File: src/rtl/text_writer.sv
// text_writer: character-console writer for the 40x30 text display memory.
// Accepts one ASCII byte per valid/ready handshake. It handles CR, LF, BS
// and FF, writes printable characters at the cursor, and blanks each newly
// entered row (or the whole screen on FF).
module text_writer #(
    parameter int COLS   = 40,
    parameter int ROWS   = 30,
    parameter int ADDR_W = 12
) (
    input  logic              clk,
    input  logic              clr,
    input  logic [7:0]        in_dat,
    input  logic              in_valid,
    output logic              in_ready,
    output logic [ADDR_W-1:0] mem_addr,
    output logic [7:0]        mem_dat,
    output logic              mem_we,
    output logic [5:0]        cur_col,
    output logic [4:0]        cur_row,
    output logic              busy
);

    typedef enum logic [1:0] {
        IDLE    = 2'd0,
        WRITE   = 2'd1,
        CLRLINE = 2'd2,
        CLRALL  = 2'd3
    } state_t;

    localparam logic [7:0] SPACE = 8'h20;

    state_t            state, nxt_state;
    logic [5:0]        nxt_col;
    logic [4:0]        nxt_row;
    logic [ADDR_W-1:0] nxt_addr;
    logic [7:0]        nxt_dat;
    logic [ADDR_W-1:0] cnt, nxt_cnt;
    logic [4:0]        row_inc;

    function automatic logic [ADDR_W-1:0] cell_addr(input logic [4:0] r, input logic [5:0] c);
        return ADDR_W'(r) * ADDR_W'(COLS) + ADDR_W'(c);
    endfunction

    // Every non-IDLE state issues exactly one write per cycle, so the write
    // strobe is decoded from the state and drops at once on asynchronous reset.
    assign in_ready = (state == IDLE);
    assign busy     = (state != IDLE);
    assign mem_we   = (state != IDLE);

    assign row_inc = (cur_row == 5'(ROWS - 1)) ? '0 : cur_row + 5'd1;

    // Registers for the state, the cursor, the write address/data and the clear counter.
    always_ff @(posedge clk or negedge clr) begin
        if (!clr) begin
            state    <= IDLE;
            cur_col  <= '0;
            cur_row  <= '0;
            mem_addr <= '0;
            mem_dat  <= '0;
            cnt      <= '0;
        end else begin
            state    <= nxt_state;
            cur_col  <= nxt_col;
            cur_row  <= nxt_row;
            mem_addr <= nxt_addr;
            mem_dat  <= nxt_dat;
            cnt      <= nxt_cnt;
        end
    end

    // Next-state logic: byte decode in IDLE, cursor advance/wrap, clear sequencing.
    always_comb begin
        nxt_state = state;
        nxt_col   = cur_col;
        nxt_row   = cur_row;
        nxt_addr  = mem_addr;
        nxt_dat   = mem_dat;
        nxt_cnt   = cnt;
        case (state)
            IDLE: begin
                if (in_valid) begin
                    if (in_dat >= 8'h20 && in_dat <= 8'h7E) begin
                        nxt_state = WRITE;
                        nxt_addr  = cell_addr(cur_row, cur_col);
                        nxt_dat   = in_dat;
                    end else begin
                        case (in_dat)
                            8'h0A: begin
                                nxt_state = CLRLINE;
                                nxt_col   = '0;
                                nxt_row   = row_inc;
                                nxt_addr  = cell_addr(row_inc, '0);
                                nxt_dat   = SPACE;
                                nxt_cnt   = '0;
                            end
                            8'h0D: nxt_col = '0;
                            8'h08: begin
                                if (cur_col != '0) nxt_col = cur_col - 6'd1;
                            end
                            8'h0C: begin
                                nxt_state = CLRALL;
                                nxt_col   = '0;
                                nxt_row   = '0;
                                nxt_addr  = '0;
                                nxt_dat   = SPACE;
                                nxt_cnt   = '0;
                            end
                            default: ;
                        endcase
                    end
                end
            end
            WRITE: begin
                if (cur_col < 6'(COLS - 1)) begin
                    nxt_state = IDLE;
                    nxt_col   = cur_col + 6'd1;
                end else begin
                    nxt_state = CLRLINE;
                    nxt_col   = '0;
                    nxt_row   = row_inc;
                    nxt_addr  = cell_addr(row_inc, '0);
                    nxt_dat   = SPACE;
                    nxt_cnt   = '0;
                end
            end
            CLRLINE: begin
                if (cnt == ADDR_W'(COLS - 1)) begin
                    nxt_state = IDLE;
                end else begin
                    nxt_addr = mem_addr + 1'b1;
                    nxt_cnt  = cnt + 1'b1;
                end
            end
            CLRALL: begin
                if (cnt == ADDR_W'(COLS * ROWS - 1)) begin
                    nxt_state = IDLE;
                end else begin
                    nxt_addr = mem_addr + 1'b1;
                    nxt_cnt  = cnt + 1'b1;
                end
            end
            default: nxt_state = IDLE;
        endcase
    end

endmodule
File: config.mk
export PLATFORM = sky130hd
export DESIGN_NAME = text_writer
export DESIGN_NICKNAME = d
export VERILOG_FILES = /design/src/rtl/text_writer.sv
export SDC_FILE = /design/constraint.sdc
export NUM_CORES = 1
export LEC_CHECK = 0
export CAP_MARGIN = 10
export CORE_MARGIN = 5
export CORE_UTILIZATION = 40
export CTS_BUF_LIST = sky130_fd_sc_hd__clkbuf_4
export DETAILED_ROUTE_END_ITERATION = 8
export PLACE_DENSITY = 0.72
export SYNTH_ARGS = -nofsm -noshare
export SYNTH_HDL_FRONTEND = slang
export SYNTH_SLANG_ARGS = --single-unit
export TNS_END_PERCENT = 100
File: constraint.sdc
create_clock -name clk -period 5.79 [get_ports clk]
set_input_delay 0.8685 -clock clk [delete_from_list [all_inputs] [get_ports clk]]
set_output_delay 0.8685 -clock clk [all_outputs]
set_load 0.05 [all_outputs]
== Word-level counts from Yosys, hierarchy flattened ==
Index checks and enable logic that the tools add are counted.

* Register bits: 45
* Input bits: 11
* Output and inout port bits: 34
* Word-level logic and storage cells: 91

* Add/subtract/negate cells: 6
* Multipliers: 2
* Order comparisons: 3
* Equal/unequal tests: 23
* Mux-type cells: 38
* Reductions and logical operators: 13

{| class="wikitable"
|+ Operators with widths
! kind !! number
|-
| 2-to-1 mux 12 bit || 11
|-
| case mux 12 bit (4 select lines) || 2
|-
| equality test 8 x 4 -> 1 bit (second input constant) || 4
|-
| 2-to-1 mux 8 bit || 4
|-
| adder 12 x 1 -> 12 bit (second input constant) || 2
|-
| 2-to-1 mux 6 bit || 4
|-
| case mux 12 bit (2 select lines) || 1
|-
| case mux 6 bit (2 select lines) || 2
|-
| 2-to-1 mux 5 bit || 4
|-
| case mux 5 bit (2 select lines) || 2
|-
| multiplier 5 x 3 -> 8 bit (second input constant) || 2
|-
| != test 2 bit (second input constant) || 8
|-
| case mux 8 bit (2 select lines) || 1
|-
| AND reduction 5 bit || 3
|-
| adder 11 x 6 -> 12 bit || 1
|-
| equality test 12 x 11 -> 1 bit (second input constant) || 1
|-
| equality test 12 x 6 -> 1 bit (second input constant) || 1
|-
| 2-to-1 mux 2 bit || 5
|-
| greater-or-equal comparator 8 x 6 -> 1 bit (second input constant) || 1
|-
| <= comparator 8 x 7 -> 1 bit (second input constant) || 1
|-
| case mux 2 bit (4 select lines) || 1
|-
| AND reduction 4 bit || 2
|-
| adder 6 x 1 -> 6 bit (second input constant) || 1
|-
| less-than comparator 6 bit (second input constant) || 1
|-
| 17 further kinds || 20
|}

== Depth between registers and ports, before layout ==
Gate-level depths: netlist of the first run.

* Depth after elaboration: 7
* Mapped depth: 14
* Gate-level depth less buffers: 14

== Worst setup path before layout of the first run ==
OpenSTA, ideal clock, no wires.

* Path type: register to register
* Start: register cur_row[1]
* End: register mem_addr[10]
* Library setup time: 134 ps
* Arrival time: 2,965 ps
* Data required time: 5,656 ps
* Path slack: 2,691 ps
* Cell stages (with the launch flop): 14
* Path buffers: 0
* Period minus slack after synthesis: 3,099 ps
* Cell sequence: dfrtp_1 -> inv_1 -> ha_1 -> a22o_1 -> a31oi_2 -> ha_1 -> ha_1 -> inv_1 -> fa_1 -> inv_1 -> maj3_1 -> nand4_1 -> and3_1 -> o211ai_1

* Cells in the longest elaborated chain, start to end: 7
* Elaborated cells on any way between the ends: 11
* Those cells by class: add/sub: 2; mul: 2; eq/ne: 1; mux: 6

{| class="wikitable"
|+ Ends and longest elaborated chain
! item !! RTL line !! text
|-
| start, declared || 19 || <nowiki>output logic [4:0] cur_row,</nowiki>
|-
| start signal, assigned || 64 || <nowiki>cur_row <= nxt_row;</nowiki>
|-
| adder 5 x 1 -> 5 bit / equality test 5 bit (equally long branches) || 50 || <nowiki>assign row_inc = (cur_row == 5'(ROWS - 1)) ? '0 : cur_row + 5'd1;</nowiki>
|-
| 2-to-1 mux 5 bit || 50 ||
|-
| multiplier 5 x 3 -> 8 bit || 41 || <nowiki>return ADDR_W'(r) * ADDR_W'(COLS) + ADDR_W'(c);</nowiki>
|-
| case mux 12 bit (2 select lines) || 87 || <nowiki>case (in_dat)</nowiki>
|-
| 2-to-1 mux 12 bit || 82 || <nowiki>if (in_dat >= 8'h20 && in_dat <= 8'h7E) begin</nowiki>
|-
| 2-to-1 mux 12 bit || 81 || <nowiki>if (in_valid) begin</nowiki>
|-
| case mux 12 bit (4 select lines) (*) || 79 || <nowiki>case (state)</nowiki>
|-
| end signal, assigned || 65 || <nowiki>mem_addr <= nxt_addr;</nowiki>
|-
| end, declared || 15 || <nowiki>output logic [ADDR_W-1:0] mem_addr,</nowiki>
|}

Mark *: on every way between the ends. The rest lies on a longest branch, timed or not. The select of a mux whose other input is x is not followed.
A chain may end at the register's enable or synchronous reset.

== Worst setup path in the final report of the first run ==
* Start: register state[1]
* End: output port mem_we

* Cells in the longest elaborated chain, start to end: 1

{| class="wikitable"
|+ Ends and longest elaborated chain
! item !! RTL line !! text
|-
| start, declared || 32 || <nowiki>state_t state, nxt_state;</nowiki>
|-
| start signal, assigned || 62 || <nowiki>state <= nxt_state;</nowiki>
|-
| nonzero test 2 bit || 48 || <nowiki>assign mem_we = (state != IDLE);</nowiki>
|-
| end, declared || 17 || <nowiki>output logic mem_we,</nowiki>
|}

Every way passes these cells.

==> results.py, run 1 <==
metrics = {
    "floorplan": {
        "dieHeight_um": 102,
        "core_um2": 8260,
        "die-area_um2": 10500,
        "start_util_pct": 41.4,
        "rows": 33,
        "ios": 45,
        "dieWidth_um": 102,
    },
    "timing": {
        "tns_ns": 0,
        "skew_ns": 0.0142,
        "finalCritPeriodShare_pct": 59.8,
        "worst_pin_slew_ns": 1.18,
        "slew_viol_final": 0,
        "hold_viol": 0,
        "rsz0062_at_grt": "false",
        "final-setup-viol-count": 0,
        "relSlewSlack_pct": 20.7,
        "post-route-min-period_ns": 3.47,
        "clock.fmax_ghz": 0.289,
    },
    "job": {
        "maxCapViolations": 0,
    },
    "power_and_ir_drop": {
        "ir_worst_vdd_mv": 0.227,
        "p_leak_uw": 0.00165,
        "power_density_nw_per_um2": 484,
    },
    "setup_path": {
        "rr_endpoint": "mem_addr[9]",
        "endpoint": "mem_we",
        "criticalPathCategory": "flop to primary output",
        "worstPathRequired_ns": 4.92,
        "r2r_slack_ns": 2.75,
        "cp-end-kind": "primary output",
        "crit_path_max_fanout": 20,
        "critPathLaunch": "state[1]",
        "r2r_cells": 10,
        "start_kind": "flop",
        "arrival_ns": 2.60,
        "reg2reg_from": "cur_row[0]",
    },
    "drt": {
        "drt_first_pass_iters": 4,
        "wl_per_cell_um": 16.6,
        "routed_via_density": 5.75,
        "drt_iter0_drc": 159,
        "dr_total_vias": 3045,
        "routed_wl_um": 8820,
        "final_antenna_net_count": 0,
        "drc_errors": 0,
    },
    "placed_design": {
        "place_congestion": 0.912,
        "dp_hpwl_um": 6690,
        "port_buffers": 44,
        "place_area_um2": 3900,
    },
    "clocking": {
        "post_cts_buffers": 0,
        "insertion_delay_ns": 0.36,
        "cts_tree": "built",
        "numCtsBuffers": 5,
        "cts.sinks": 45,
        "cts-root-buf": "clkbuf_4",
        "path_clk_slew_ns": 0.13,
        "clock_path_buffers": 2,
        "ctsResizeCount": 0,
        "htree_levels": 2,
        "hold_buffers": 0,
    },
    "logic_synthesis": {
        "ys.flop_type": "dfrtp_1",
        "yosysWarnings": 0,
        "ys_seq_area_share_pct": 32.9,
        "async_reset_ff_share_pct": 100,
        "synthXorXnorAreaFrac_pct": 5.63,
        "syn_inst": 387,
        "synth_nets": 422,
        "ys_ff_latch": 45,
        "syn-cell-area_um2": 3420,
        "synth_simple_gate_area_share_pct": 25.0,
        "synth_edf_count": 0,
        "synthAdderAreaFrac_pct": 10.0,
        "ys_types": 71,
        "synth_top_family_by_area": "simple AND/OR/NAND/NOR gates",
        "synth_mux_area_share_pct": 1.46,
        "synth-compound-area-share_pct": 20.1,
        "avgSynthCellArea_um2": 8.84,
    },
    "layout": {
        "nets": 460,
        "drive_gt1_share_pct": 6.35,
        "antenna_cells": 0,
        "syn2layout_area_growth_pct": 16.1,
        "final_cell_area_um2": 3970,
    },
    "global_routing": {
        "gr-usage-all-layers_pct": 17.1,
        "grt_start_max_net_pins": 46,
        "antenna_found_initial": 0,
        "grt_overflow": 0,
        "grt_pass1_vias": 2924,
        "grt_pass1_wl_um": 14300,
    },
    "status": {
        "status": "finished, final reports clean",
    },
    "hold_path": {
        "hp-class": "flop to flop",
    },
}
-- cell families (layout without fill, tap and decap cells) --
| group | count (synthesis) | in the layout |
|---|---|---|
| AND/OR/NAND/NOR | 160 | 160 |
| buffers and inverters | 34 | 72 |
| adder cells (fa/ha/maj) | 26 | 26 |
| multiplexers | 5 | 5 |
| XOR/XNOR | 22 | 22 |
| flip-flops | 45 | 45 |
| AO/OA/AOI/OAI | 95 | 95 |
-- stage by stage --
step           power, µW  util (%)  setup slack, ns  hold WS [ns]  std cells
6_report            1920      48.1             2.32         0.489        530
3_3_place_gp        1710      47.2             2.54         0.456        523
4_1_cts             1930      48.1             2.32         0.494        530
5_1_grt             2050      48.1             2.18         0.515        530
3_5_place_dp        1730      47.2             2.41         0.461        523
2_1_floorplan       1410         -             2.69         0.471        387
-- synthesized netlist by cell type (2+ instances only) --
cell type / number / area share (%)
a222oi_1: 2 / 0.59
nand3_1: 22 / 3.2
fa_1: 3 / 1.8
ha_1: 21 / 7.7
clkbuf_1: 2 / 0.22
and2_1: 6 / 1.1
a22o_1: 2 / 0.51
o2111ai_1: 3 / 0.77
nand2_1: 40 / 4.4
a22oi_1: 3 / 0.66
mux2i_1: 5 / 1.5
a21o_1: 5 / 1.1
a31oi_2: 2 / 0.73
o31ai_1: 3 / 0.66
nor2_1: 31 / 3.4
a221oi_1: 7 / 1.8
a21oi_1: 14 / 2.0
and3_1: 8 / 1.5
o211ai_1: 4 / 0.88
nand4_1: 13 / 2.4
a211oi_2: 2 / 0.73
nor2b_1: 3 / 0.55
maj3_1: 2 / 0.59
nor4_1: 4 / 0.73
a211oi_1: 3 / 0.66
o21ai_0: 28 / 4.1
or3_1: 3 / 0.55
o22ai_1: 3 / 0.55
xnor2_1: 10 / 2.6
dfrtp_1: 45 / 33
inv_1: 21 / 2.3
nor3_1: 8 / 1.2
xor2_1: 12 / 3.1
buf_6: 4 / 1.3
buf_2: 4 / 0.59
nor3b_1: 4 / 0.88
-- flip-flops by register name (all words and copies together), names as in the netlist --
register and count:
mem_dat 8, mem_addr 12, cur_col 6, cnt 12, state 2, cur_row 5
-- layout by cell type, fill, tap and decap left out, types with 12 or more instances in the layout --
cell	count
ha_1	21
nand3_1	22
nor2_1	31
nand2_1	40
dfrtp_1	45
o21ai_0	28
a21oi_1	14
nand4_1	13
xor2_1	12
inv_1	21
clkdlybuf4s50_1	43
-- cell type report --
| cell class | instances | area (µm²) |
|---|---|---|
| Clock buffer | 5 | 37.5 |
| Clock inverter | 2 | 35.0 |
| Fill cell | 773 | 4290 |
| Inverter | 21 | 78.8 |
| Multi-Input combinational cell | 308 | 2130 |
| Sequential cell | 45 | 1130 |
| Tap cell | 105 | 131 |
| Timing Repair Buffer | 44 | 435 |
-- metal layers --
metal | up-vias | GRT usage (%) | part of all wire [%]
met5 | - | 0 | 0
met4 | 0 | 3.94 | 0.22
met3 | 2 | 3.34 | 4.8
met2 | 76 | 29.5 | 51
met1 | 1468 | 22.0 | 44
li1 | 1499 | - | -
-- worst max-delay path, cell delays in order, from the launching register on --
cell	delay, ns
dfrtp_1	0.87
nor2_1	0.31
inv_1	0.23
clkdlybuf4s50_1	0.83
-- how the worst min path moves through the flow --
stage / from / depth (start not counted) / endpoint
after floorplan: cnt[0] / 1 / cnt[0]
after global placement: mem_dat[0] / 2 / mem_dat[0]
after detailed placement: mem_dat[4] / 2 / mem_dat[4]
after CTS: mem_dat[4] / 2 / mem_dat[4]
after global routing: mem_dat[3] / 2 / mem_dat[3]
final: mem_dat[2] / 2 / mem_dat[2]
-- where the power goes --
group          internal [µW]  total, µW  switching [µW]
Sequential               408        572             164
Clock                   88.1        193             105
Combinational            404       1160             752
Total                    899       1920            1020
No activity file was read; power rests on OpenSTA's default activity.
==> run 2: changes to the inputs <==
--- a/config.mk
+++ b/config.mk
@@ -10,7 +10,7 @@
 export CORE_UTILIZATION = 40
 export CTS_BUF_LIST = sky130_fd_sc_hd__clkbuf_4
 export DETAILED_ROUTE_END_ITERATION = 8
-export PLACE_DENSITY = 0.72
+export PLACE_DENSITY = 0.74
 export SYNTH_ARGS = -nofsm -noshare
 export SYNTH_HDL_FRONTEND = slang
 export SYNTH_SLANG_ARGS = --single-unit
==> constraint.sdc (replaced) <==
create_clock -name clk -period 2.9 [get_ports clk]
set_input_delay 0.435 -clock clk [delete_from_list [all_inputs] [get_ports clk]]
set_output_delay 0.435 -clock clk [all_outputs]
set_load 0.05 [all_outputs]
==> run 2 against run 1 <==
Sequential power up 84%. Critical endpoint is now mem_addr[8]. Final area up 2.6%. Routed wire length up 1.1%. Core utilization up 1.2 points.
==> results.py, run 2 (synthesis gave the netlist of run 1 again) <==
metrics = {
    "clocking": {
        "cts_tree": "built",
        "path_clk_slew_ns": 0.15,
        "htree_levels": 2,
        "hold_buffers": 0,
        "post_cts_buffers": 0,
        "clock_path_buffers": 2,
        "ctsResizeCount": 0,
        "insertion_delay_ns": 0.38,
        "cts-root-buf": "clkbuf_4",
        "cts.sinks": 45,
        "numCtsBuffers": 5,
    },
    "power_and_ir_drop": {
        "ir_worst_vdd_mv": 0.486,
        "power_density_nw_per_um2": 943,
        "total_power_uw": 3840,
        "p_leak_uw": 0.00172,
    },
    "status": {
        "status": "finished, final reports clean",
    },
    "timing": {
        "hold_viol": 0,
        "slew_viol_final": 0,
        "worst_pin_slew_ns": 0.750,
        "hold_slack_ns": 0.104,
        "relSlewSlack_pct": 50.0,
        "skew_ns": 0.0243,
        "post-route-min-period_ns": 2.70,
        "setup_slack_ns": 0.200,
        "clock.fmax_ghz": 0.370,
        "finalCritPeriodShare_pct": 93.1,
        "final-setup-viol-count": 0,
    },
    "drt": {
        "drt_first_pass_iters": 5,
        "final_antenna_net_count": 0,
        "routed_wl_um": 8910,
        "routed_via_density": 5.86,
        "drc_errors": 0,
        "wl_per_cell_um": 16.4,
        "dr_total_vias": 3190,
        "drt_iter0_drc": 197,
    },
    "layout": {
        "instances_no_fill": 544,
        "drive_gt1_share_pct": 10.5,
        "final_cell_mix": "dfrtp_1, clkdlybuf4s50_1, nand2_1",
        "reg.largest.list": "cnt x12, mem_addr x12, mem_dat x8",
        "antenna_cells": 0,
        "nets": 473,
        "syn2layout_area_growth_pct": 19.1,
    },
    "global_routing": {
        "gr-usage-all-layers_pct": 17.4,
        "grt_busiest_layer": "met2",
        "met2_usage_pct": 29.4,
        "antenna_found_initial": 0,
        "grt_start_max_net_pins": 34,
        "grt_pass1_vias": 3149,
        "grt_overflow": 0,
        "use_met3_pct": 3.34,
        "grt_pass1_wl_um": 14800,
        "met1_usage_pct": 22.3,
    },
    "floorplan": {
        "start_util_pct": 41.4,
        "ios": 45,
        "dieHeight_um": 102,
        "dieWidth_um": 102,
        "die-area_um2": 10500,
        "core_um2": 8260,
        "rows": 33,
    },
    "setup_path": {
        "start_kind": "flop",
        "cp-end-kind": "flop",
        "criticalPathCategory": "flop to flop",
        "worstPathRequired_ns": 3.21,
        "arrival_ns": 3.01,
        "crit_path_max_fanout": 5,
    },
    "placed_design": {
        "place_congestion": 0.907,
        "dp_hpwl_um": 6850,
        "place_inst": 536,
        "place_ws_ns": 0.116,
        "port_buffers": 44,
    },
    "hold_path": {
        "hp-class": "primary input to asynchronous set/reset pin",
    },
    "job": {
        "maxCapViolations": 0,
    },
}
==> run 2: path summary, 6_finish.rpt <==
path                            start     endpoint  slack, ns  cells past startpoint
max reg2reg                cur_row[1]  mem_addr[8]       0.20                     13
min reg2reg                mem_dat[0]   mem_dat[0]       0.48                      2
max                        cur_row[1]  mem_addr[8]       0.20                     13
max in group asynchronous         clr       cnt[6]       2.12                      2
min                               clr   cur_row[2]       0.10                      1
min in group clk           mem_dat[0]   mem_dat[0]       0.48                      2
==> run 2: power breakdown <==
| group | switching, µW | total [µW] | internal, µW |
|---|---|---|---|
| clock | 209 | 311 | 102 |
| sequential | 238 | 1050 | 816 |
| combinational | 1610 | 2470 | 866 |
==> run 2: critical path: stages (launching register included) <==
cell	delay, ns
dfrtp_2	0.43
inv_1	0.12
ha_1	0.20
nand2_1	0.10
nor2_4	0.18
nor2_1	0.09
ha_1	0.28
ha_1	0.15
inv_1	0.05
fa_1	0.39
xor2_1	0.19
xnor2_1	0.14
a22oi_1	0.10
a221oi_2	0.22
==> run 2: cell type report <==
type                       count  area, µm²
clock inverter                 2       10.0
tap                          105        131
inverter                      21       78.8
timing repair buffer          57        533
sequential                    45       1130
multi-input combinational    308       2140
fill                         799       4190
clock buffer                   6       45.0
==> run 2: layer usage <==
layer | up-vias | wire (µm)
met5 | - | 0
met4 | 0 | 146
met3 | 17 | 492
met2 | 90 | 4430
met1 | 1547 | 3840
li1 | 1536 | -
==> run 2: per-stage QoR <==
step | setup TNS (ns) | instance area [µm²] | utilization [%]
global route | -0.0334 | 4070 | 49.3
floorplan | 0 | 3420 | -
finish | 0 | 4070 | 49.3
detailed placement | 0 | 4000 | 48.4
CTS | 0 | 4050 | 49.1
global placement | 0 | 4000 | 48.4
